--- src/rtl/step_move_scheduler.sv ---
// step_move_scheduler: two-requester round-robin arbiter, command FIFO and move sequencer for step_motor_drive; define STEP_SCHED_ABORT_EN to add the abort input
module step_move_scheduler #(
    parameter int          DEPTH         = 4,
    parameter logic [23:0] START_TIMEOUT = 24'd1048576,
    parameter logic [23:0] SETTLE        = 24'd524288
) (
    input  logic       clk,
    input  logic       reset,
`ifdef STEP_SCHED_ABORT_EN
    input  logic       abort,
`endif
    input  logic       req0_valid,
    input  logic [3:0] req0_digit,
    output logic       req0_ready,
    input  logic       req1_valid,
    input  logic [3:0] req1_digit,
    output logic       req1_ready,
    input  logic [3:0] coils,
    output logic       drv_en,
    output logic       drv_load,
    output logic [3:0] drv_digit,
    output logic       busy,
    output logic [3:0] cur_digit,
    output logic       drop,
    output logic       done
);
    localparam int AW = $clog2(DEPTH);
    typedef enum logic [2:0] {S_IDLE, S_LOAD, S_WAIT, S_MOVING, S_SETTLE, S_DONE} state_t;
    state_t        state, state_n;
    logic [3:0]    mem [DEPTH];
    logic [AW-1:0] wp, rp;
    logic [AW:0]   count;
    logic [3:0]    coils_m, coils_s;
    logic [23:0]   timer;
    logic          ptr, halt, full, both, acc0, acc1, acc, push, pop;
    logic [3:0]    acc_digit;
`ifdef STEP_SCHED_ABORT_EN
    assign halt = abort;
`else
    assign halt = 1'b0;
`endif
    assign drv_en     = ~reset & ~halt;
    assign full       = count == (AW+1)'(DEPTH);
    assign both       = req0_valid & req1_valid;
    assign req0_ready = ~reset & ~halt & ~full & ~(both & ptr);
    assign req1_ready = ~reset & ~halt & ~full & ~(both & ~ptr);
    assign acc0       = req0_valid & req0_ready;
    assign acc1       = req1_valid & req1_ready;
    assign acc        = acc0 | acc1;
    assign acc_digit  = acc0 ? req0_digit : req1_digit;
    assign push       = acc & (acc_digit <= 4'd9);
    assign pop        = (state == S_IDLE) & (count != '0) & ~halt;
    assign drv_load   = state == S_LOAD;
    assign done       = (state == S_DONE) & ~halt;
    assign busy       = (state != S_IDLE) | (count != '0);

    // two-flop synchronizer on the coil feedback from the driver's clock domain
    always_ff @(posedge clk) begin
        if (reset) begin
            coils_m <= '0;
            coils_s <= '0;
        end else begin
            coils_m <= coils;
            coils_s <= coils_m;
        end
    end

    // round-robin pointer moves only on contested grants; invalid digits pulse drop
    always_ff @(posedge clk) begin
        if (reset) begin
            ptr  <= 1'b0;
            drop <= 1'b0;
        end else begin
            drop <= acc & ~push;
            if (both & ~full & ~halt) ptr <= ~ptr;
        end
    end

    // command FIFO with wrapping pointers; abort flushes it
    always_ff @(posedge clk) begin
        if (reset | halt) begin
            wp    <= '0;
            rp    <= '0;
            count <= '0;
        end else begin
            if (push) begin
                mem[wp] <= acc_digit;
                wp      <= wp + 1'b1;
            end
            if (pop) rp <= rp + 1'b1;
            count <= count + (AW+1)'(push) - (AW+1)'(pop);
        end
    end

    // sequencer next state: load, wait for coil activity, follow the move, settle
    always_comb begin
        state_n = state;
        case (state)
            S_IDLE:   state_n = (count != '0) ? S_LOAD : S_IDLE;
            S_LOAD:   state_n = S_WAIT;
            S_WAIT:   state_n = (coils_s != '0) ? S_MOVING : (timer >= START_TIMEOUT) ? S_DONE : S_WAIT;
            S_MOVING: state_n = (coils_s == '0) ? S_SETTLE : S_MOVING;
            S_SETTLE: state_n = (coils_s != '0) ? S_MOVING : (timer >= SETTLE - 24'd1) ? S_DONE : S_SETTLE;
            S_DONE:   state_n = S_IDLE;
            default:  state_n = S_IDLE;
        endcase
        if (halt) state_n = S_IDLE;
    end

    // state register, saturating timer, loaded and completed digits
    always_ff @(posedge clk) begin
        if (reset) begin
            state     <= S_IDLE;
            timer     <= '0;
            drv_digit <= '0;
            cur_digit <= '0;
        end else begin
            state <= state_n;
            timer <= (state == S_LOAD || state == S_MOVING) ? '0 : (&timer) ? timer : timer + 24'd1;
            if (pop) drv_digit <= mem[rp];
            if (done) cur_digit <= drv_digit;
        end
    end
endmodule

--- config.mk ---
export PLATFORM = sky130hd
export DESIGN_NAME = step_move_scheduler
export DESIGN_NICKNAME = d
export VERILOG_FILES = /design/src/rtl/step_move_scheduler.sv
export SDC_FILE = /design/constraint.sdc
export NUM_CORES = 1
export LEC_CHECK = 0
export ABC_AREA = 1
export CORE_MARGIN = 1.5
export CORE_UTILIZATION = 51
export CTS_BUF_LIST = sky130_fd_sc_hd__clkbuf_8 sky130_fd_sc_hd__clkbuf_16
export CTS_CLUSTER_SIZE = 20
export DETAILED_ROUTE_END_ITERATION = 10
export GPL_TIMING_DRIVEN = 1
export PLACE_DENSITY = 0.72
export RECOVER_POWER = 25
export SLEW_MARGIN = 20
export SYNTH_ARGS = -nofsm -noshare
export SYNTH_HDL_FRONTEND = slang
export SYNTH_SLANG_ARGS = --single-unit
--- constraint.sdc ---
create_clock -name clk -period 2.3 [get_ports clk]
set_clock_uncertainty 0.05 [all_clocks]
set_input_delay 0.46 -clock clk [delete_from_list [all_inputs] [get_ports clk]]
set_output_delay 0.46 -clock clk [all_outputs]
set_load 0.005 [all_outputs]
; ---- Word level (Yosys, flattened, before mapping)
; Memories as Yosys holds them, arrays and structs flattened. A register that Yosys moved wholly into a read port is not among the register bits.
; Cells that the tools add are included.
[classes]
n_reduce_logical = 8
add_sub_neg = 5
n_bitwise = 20
eq_ne = 6
magnitude_cmp = 3
muxes = 11
[ops]
columns = operator, count
row1 = "adder 24 x 1 -> 24 bit, second input constant", 1
row2 = ">= comparator 24 x 19 -> 1 bit, second input constant", 1
row3 = ">= comparator 24 x 21 -> 1 bit, second input constant", 1
row4 = AND reduction 24 bit, 1
row5 = case mux 3 bit (5 select lines), 1
row6 = bitwise AND 1 bit, 12
row7 = two-way mux 3 bit, 4
row8 = "equality test 3 bit, second input constant", 3
row9 = "equality test 3 x 2 -> 1 bit, second input constant", 2
row10 = NOT 1 bit, 6
row11 = nonzero test 3 bit, 2
row12 = two-way mux 1 bit, 5
row13 = "adder 2 x 1 -> 2 bit, second input constant", 2
row14 = "<= comparator 4 bit, second input constant", 1
row15 = logical NOT 4 bit, 1
row16 = two-way mux 4 bit, 1
row17 = nonzero test 4 bit, 1
row18 = adder 3 x 1 -> 3 bit, 1
row19 = "equality test 3 x 1 -> 1 bit, second input constant", 1
row20 = logical NOT 3 bit, 1
row21 = subtractor 3 x 1 -> 3 bit, 1
row22 = OR 1 bit, 2
row23 = OR reduction 2 bit, 1
row24 = logical OR 1 bit, 1
[word_totals]
out_inout_bits = 15
regBits = 48
ramBits = 16
n_memories = 1
in_bits = 16
[mem_list]
columns = name, words, word_bits, read_ports, rd_ports_with_merged_regs, write_ports, line_no
row1 = mem, 4, 4, 1, 1, 1, 30  ; logic [3:0] mem [DEPTH];

; ---- Logic depth before layout (Yosys ltp)
[depth]
depth_word = 11
ltp_mapped = 16

; ---- Worst setup path before layout
; OpenSTA, ideal clock, no wires.
[synth_path]
path_kind = input port to flip-flop
startpoint = input port reset
endpoint = register count[2]
stages = 13
arrival_time_ns = 2.331
n_path_buf = 0
setup_slack_ns = -0.151
path_cell_list = inv_1 > nand4_1 > o21ai_1 > nand2_2 > nand2_1 > ha_1 > inv_1 > ha_1 > inv_1 > fa_1 > inv_1 > o21ai_0 > a21oi_1
[synth_between]
elab_chain_cells = 9
elab_cells_between_ends = 12
[synth_rtl]
columns = item, line_no
row1 = start: declaration, 8  ; input logic reset,
row2 = NOT 1 bit, 45  ; assign req0_ready = ~reset & ~halt & ~full & ~(both & ptr);
row3 = bitwise AND 1 bit (2 in series), 45
row4 = bitwise AND 1 bit, 47  ; assign acc0 = req0_valid & req0_ready;
row5 = two-way mux 4 bit, 50  ; assign acc_digit = acc0 ? req0_digit : req1_digit;
row6 = via acc_digit[3], 36  ; logic [3:0] acc_digit;
row7 = <= comparator 4 bit, 51  ; assign push = acc & (acc_digit <= 4'd9);
row8 = bitwise AND 1 bit, 51
row9 = adder 3 x 1 -> 3 bit, 91  ; count <= count + (AW+1)'(push) - (AW+1)'(pop);
row10 = subtractor 3 x 1 -> 3 bit, 91
row11 = end signal: assignment, 91
row12 = end: declaration, 32  ; logic [AW:0] count;
; The timed path passes the listed nets, and every way through them passes these cells.
; A chain may end at the register's enable or synchronous reset.

; ---- Worst setup path after layout
[layout_path]
startpoint = input port req0_valid
endpoint = register count[2]
[layout_between]
elab_chain_cells = 10
elab_cells_between_ends = 15
[layout_rtl]
columns = item, line_no
row1 = start: declaration, 12  ; input logic req0_valid,
row2 = bitwise AND 1 bit, 44  ; assign both = req0_valid & req1_valid;
row3 = bitwise AND 1 bit, 45
row4 = NOT 1 bit, 45
row5 = bitwise AND 1 bit, 45
row6 = bitwise AND 1 bit, 47
row7 = two-way mux 4 bit, 50
row8 = <= comparator 4 bit, 51
row9 = bitwise AND 1 bit *, 51
row10 = adder 3 x 1 -> 3 bit *, 91
row11 = subtractor 3 x 1 -> 3 bit *, 91
; Mark *: on every way between the ends. The rest lies on a longest branch, timed or not.

==> implementation parameters <==
Parameter                              Value

Setup path
  End of the worst register-to-register path ... count[2]
  Launching element type of the critical path ... input port
  List of cells traversed by the critical path ... dlygate4sd2_1 -> nand3_2 -> nand4_1 -> nand2_1 -> nand2_1 -> nand2_1 -> nand2_2 -> nand2_2 -> ha_4 -> inv_2 -> ha_4 -> inv_2 -> fa_2 -> inv_1 -> o21ai_1 -> a21oi_1
  Count of buffer and inverter cells on the critical path ... 4
  Cell with the largest stage delay on the worst path ... fa_2
  Critical path's top delay family ... simple AND/OR/NAND/NOR gates
  Data arrival time of the critical path ... around 2.5 ns
  Most used cell, CP ... nand2_1
  Startpoint of the lowest-slack register-to-register path ... count[0]
  Maximum single-stage delay on the critical path ... 0.31 ns
  Critical Path End Type ... flip-flop
  Worst Path Max Fanout ... 5
  Setup slack of the most critical reg-to-reg path ... 0.04 ns
  Category of the critical setup timing path ... input port to flip-flop
  Data required, critical path ... 2.52 ns
  Cell depth of the worst flop-to-flop path ... 16

Run
  Max-Cap Viols ... 0

Clocking
  Clock tree sinks ... 68
  Cell at the root of the clock tree ... clkbuf_8
  Number of clock buffers inserted by TritonCTS ... 9
  Clock-pin slew reported for the worst setup and hold paths after clock tree synthesis ... approximately 0.07 ns
  CTS tree ... yes
  Clock H-tree levels ... 3
  Worst-case clock buffer depth ... 2
  Later-pin clock latency in the skew report ... 0.34 ns

Route
  First-iteration detailed-routing DRC count ... around 110
  DRC Markers ... 0
  Via count ... roughly 2.8k
  DRT Pass-1 Iters ... 5
  Via count normalized by instance count ... 4.98
  WL final ... just under 7 mm
  Avg WL per Cell ... around 12 µm
  Post-DRT Antenna Nets ... 0

Global routing
  First-pass GRT wire length ... between 10 and 15 mm
  Congestion Overflow GR ... 0
  Via count of the first global-routing pass ... between 2k and 3k
  Largest net degree at the start of global routing ... 17
  Number of antenna violations at the first check in global routing ... 0
  Total routing resource utilization after global routing ... 0.224

Synthesis
  Yosys reg bits ... 68
  Synthesis warning total ... 0
  Post-Synthesis Mean Instance Area ... 7.57 µm²
  Synthesized cell area ... between 3000 and 4000 µm²
  Post-synth net total ... ~450
  Cell types occupying the most area after synthesis ... dfxtp_1 32%, edfxtp_1 15%, inv_1 8.9%
  Portion of the post-synthesis area used by sequential elements ... 0.469
  Area share of the largest cell type after synthesis ... 0.321
  Gate Count Post-Synth ... about 430
  Yosys top cell by area ... dfxtp_1
  Count of different cell masters after synthesis ... 27

Min path
  Worst hold path type ... flip-flop to flip-flop
  Worst min-delay path startpoint ... coils_m[2]
  Instance count along the most critical hold path ... 2
  Hold worst-path end ... coils_s[2]

Timing
  Measured slew at the worst slew-check pin ... roughly 0.46 ns
  Headroom to the max-slew limit ... 0.695
  Final slew viol count ... 0
  Final worst hold slack ... 0.356 ns
  Number of endpoints with negative hold slack in the final report ... 0
  RSZ-0062 raised after global routing ... yes
  Finish-stage setup viols ... 0
  Max Clock Freq ... about 0.44 GHz
  Min cycle time layout ... about 2.3 ns
  Period utilization ... 0.997

Floorplan
  Die width ... just over 80 µm
  Top Ports ... 31
  Starting utilization of the core area ... 0.538
  Die outline area ... 6840 µm²
  Site Rows ... 28
  Placeable core region ... about 6000 µm²
  Die height ... 82.7 µm

Power and ir drop
  Total leakage power ... between 0.0015 and 0.002 µW
  Cell Pwr Density ... 897 nW/µm²
  Peak ir drop on the vdd network ... ~0.0005 V

Finish
  Share of final-layout standard cells stronger than drive strength 1 ... 0.138
  Final net count ... slightly above 500
  Most used cells in the layout excluding fill and tap cells ... 76 x nor2_1, 74 x inv_1, 60 x nand2_1
  Inserted Diodes ... 0
  Fin util ... 0.674
  Layout area overhead ... 25.4%
  Commonest non-fill, non-tap cell in the layout ... nor2_1

Place
  Detailed-placement wirelength estimate ... between 5 and 6 mm
  Last weighted congestion value of the routability-driven placer ... ~0.87
  # port buffers ... 30

Status
  Result of the run ... finished clean
flip-flops by register name (all words and copies together) (netlist names):
| register | count |
|---|---|
| ptr | 1 |
| cur_digit | 4 |
| rp | 2 |
| timer | 24 |
| count | 3 |
| wp | 2 |
| coils_m | 4 |
| mem | 16 |
| drv_digit | 4 |
| drop | 1 |
| coils_s | 4 |
| state | 3 |
worst max path at each step:
stage                     from        to  slack [ns]  cells after the start
CTS                   count[1]  count[2]       0.007                     16
finish              req0_valid  count[2]       0.006                     16
detailed placement  req0_valid  count[2]       -0.56                     16
global route          count[0]  count[1]       -0.11                     14
floorplan           req0_valid  count[2]     0.00005                     13
global placement    req0_valid  count[2]       -0.47                     16
cell type report:
class	count	area [µm²]
fillers	502	1960
flip-flops and latches	68	1530
multi-input cells	273	1440
repair buffers	57	495
inverters	79	297
clock buffers	9	124
well taps	75	93.8
clock inverters	7	91.3
cell usage after synthesis:
library cell,number
nor3_1,10
xnor2_1,6
mux2_2,1
buf_6,1
buf_2,2
clkbuf_1,5
a211oi_1,2
nand2_1,62
dfxtp_1,52
a21oi_2,2
fa_1,1
nand4_1,10
or2_2,3
nand3_1,18
o21ai_1,1
nor2_1,77
a21oi_1,12
xor2_1,11
o21ai_0,35
nor2_2,1
nand2_2,4
inv_1,77
ha_1,8
edfxtp_1,16
or2_1,2
inv_2,2
a31oi_1,7
worst min-delay path: stages, from the launching register on:
cell	delay, ns
dfxtp_1	0.30
inv_1	0.04
nor2_1	0.03
power by group:
| part | switching (µW) | leakage, µW | total (µW) | internal, µW |
|---|---|---|---|---|
| Sequential | 128 | 0.000570 | 1500 | 1370 |
| Combinational | 573 | 0.00113 | 1080 | 508 |
| Clock | 463 | 0.0000989 | 1070 | 604 |
timing repair:
action                                  CTS  global route
setup buffers                             2             3
pin swaps                                 5             2
hold buffers                              0             0
gates cloned                              0             0
endpoints found under the setup margin    4             2
gates resized for setup                   9             6
metal layers:
metal,vias up,global-route usage,share of wire
met5,-,0,0
met2,65,0.386,0.50
met4,0,0.103,0.023
met1,1287,0.254,0.43
met3,15,0.0670,0.052
li1,1464,-,-
cells by family after synthesis:
| family | synth area share |
|---|---|
| AOI/OAI and AO/OA | 0.0976 |
| buffers and inverters | 0.104 |
| DFF | 0.469 |
| muxes | 0.00347 |
| and+or+nand+nor | 0.243 |
| adders and majority gates | 0.0371 |
| xor gates and xnor gates | 0.0459 |
per-stage QoR:
step                setup WS [ns]  TNS, ns  power (µW)  cell area (µm²)  cells
floorplan               0.0000540        0        2090             3270    428
global placement           -0.466    -2.19        2450             3790    547
detailed placement         -0.560    -3.69        2480             3790    547
CTS                       0.00691        0        3600             4030    565
global route               -0.106   -0.208        3890             4060    568
finish                    0.00606        0        3640             4060    568
No activity file was read; power rests on OpenSTA's default activity.
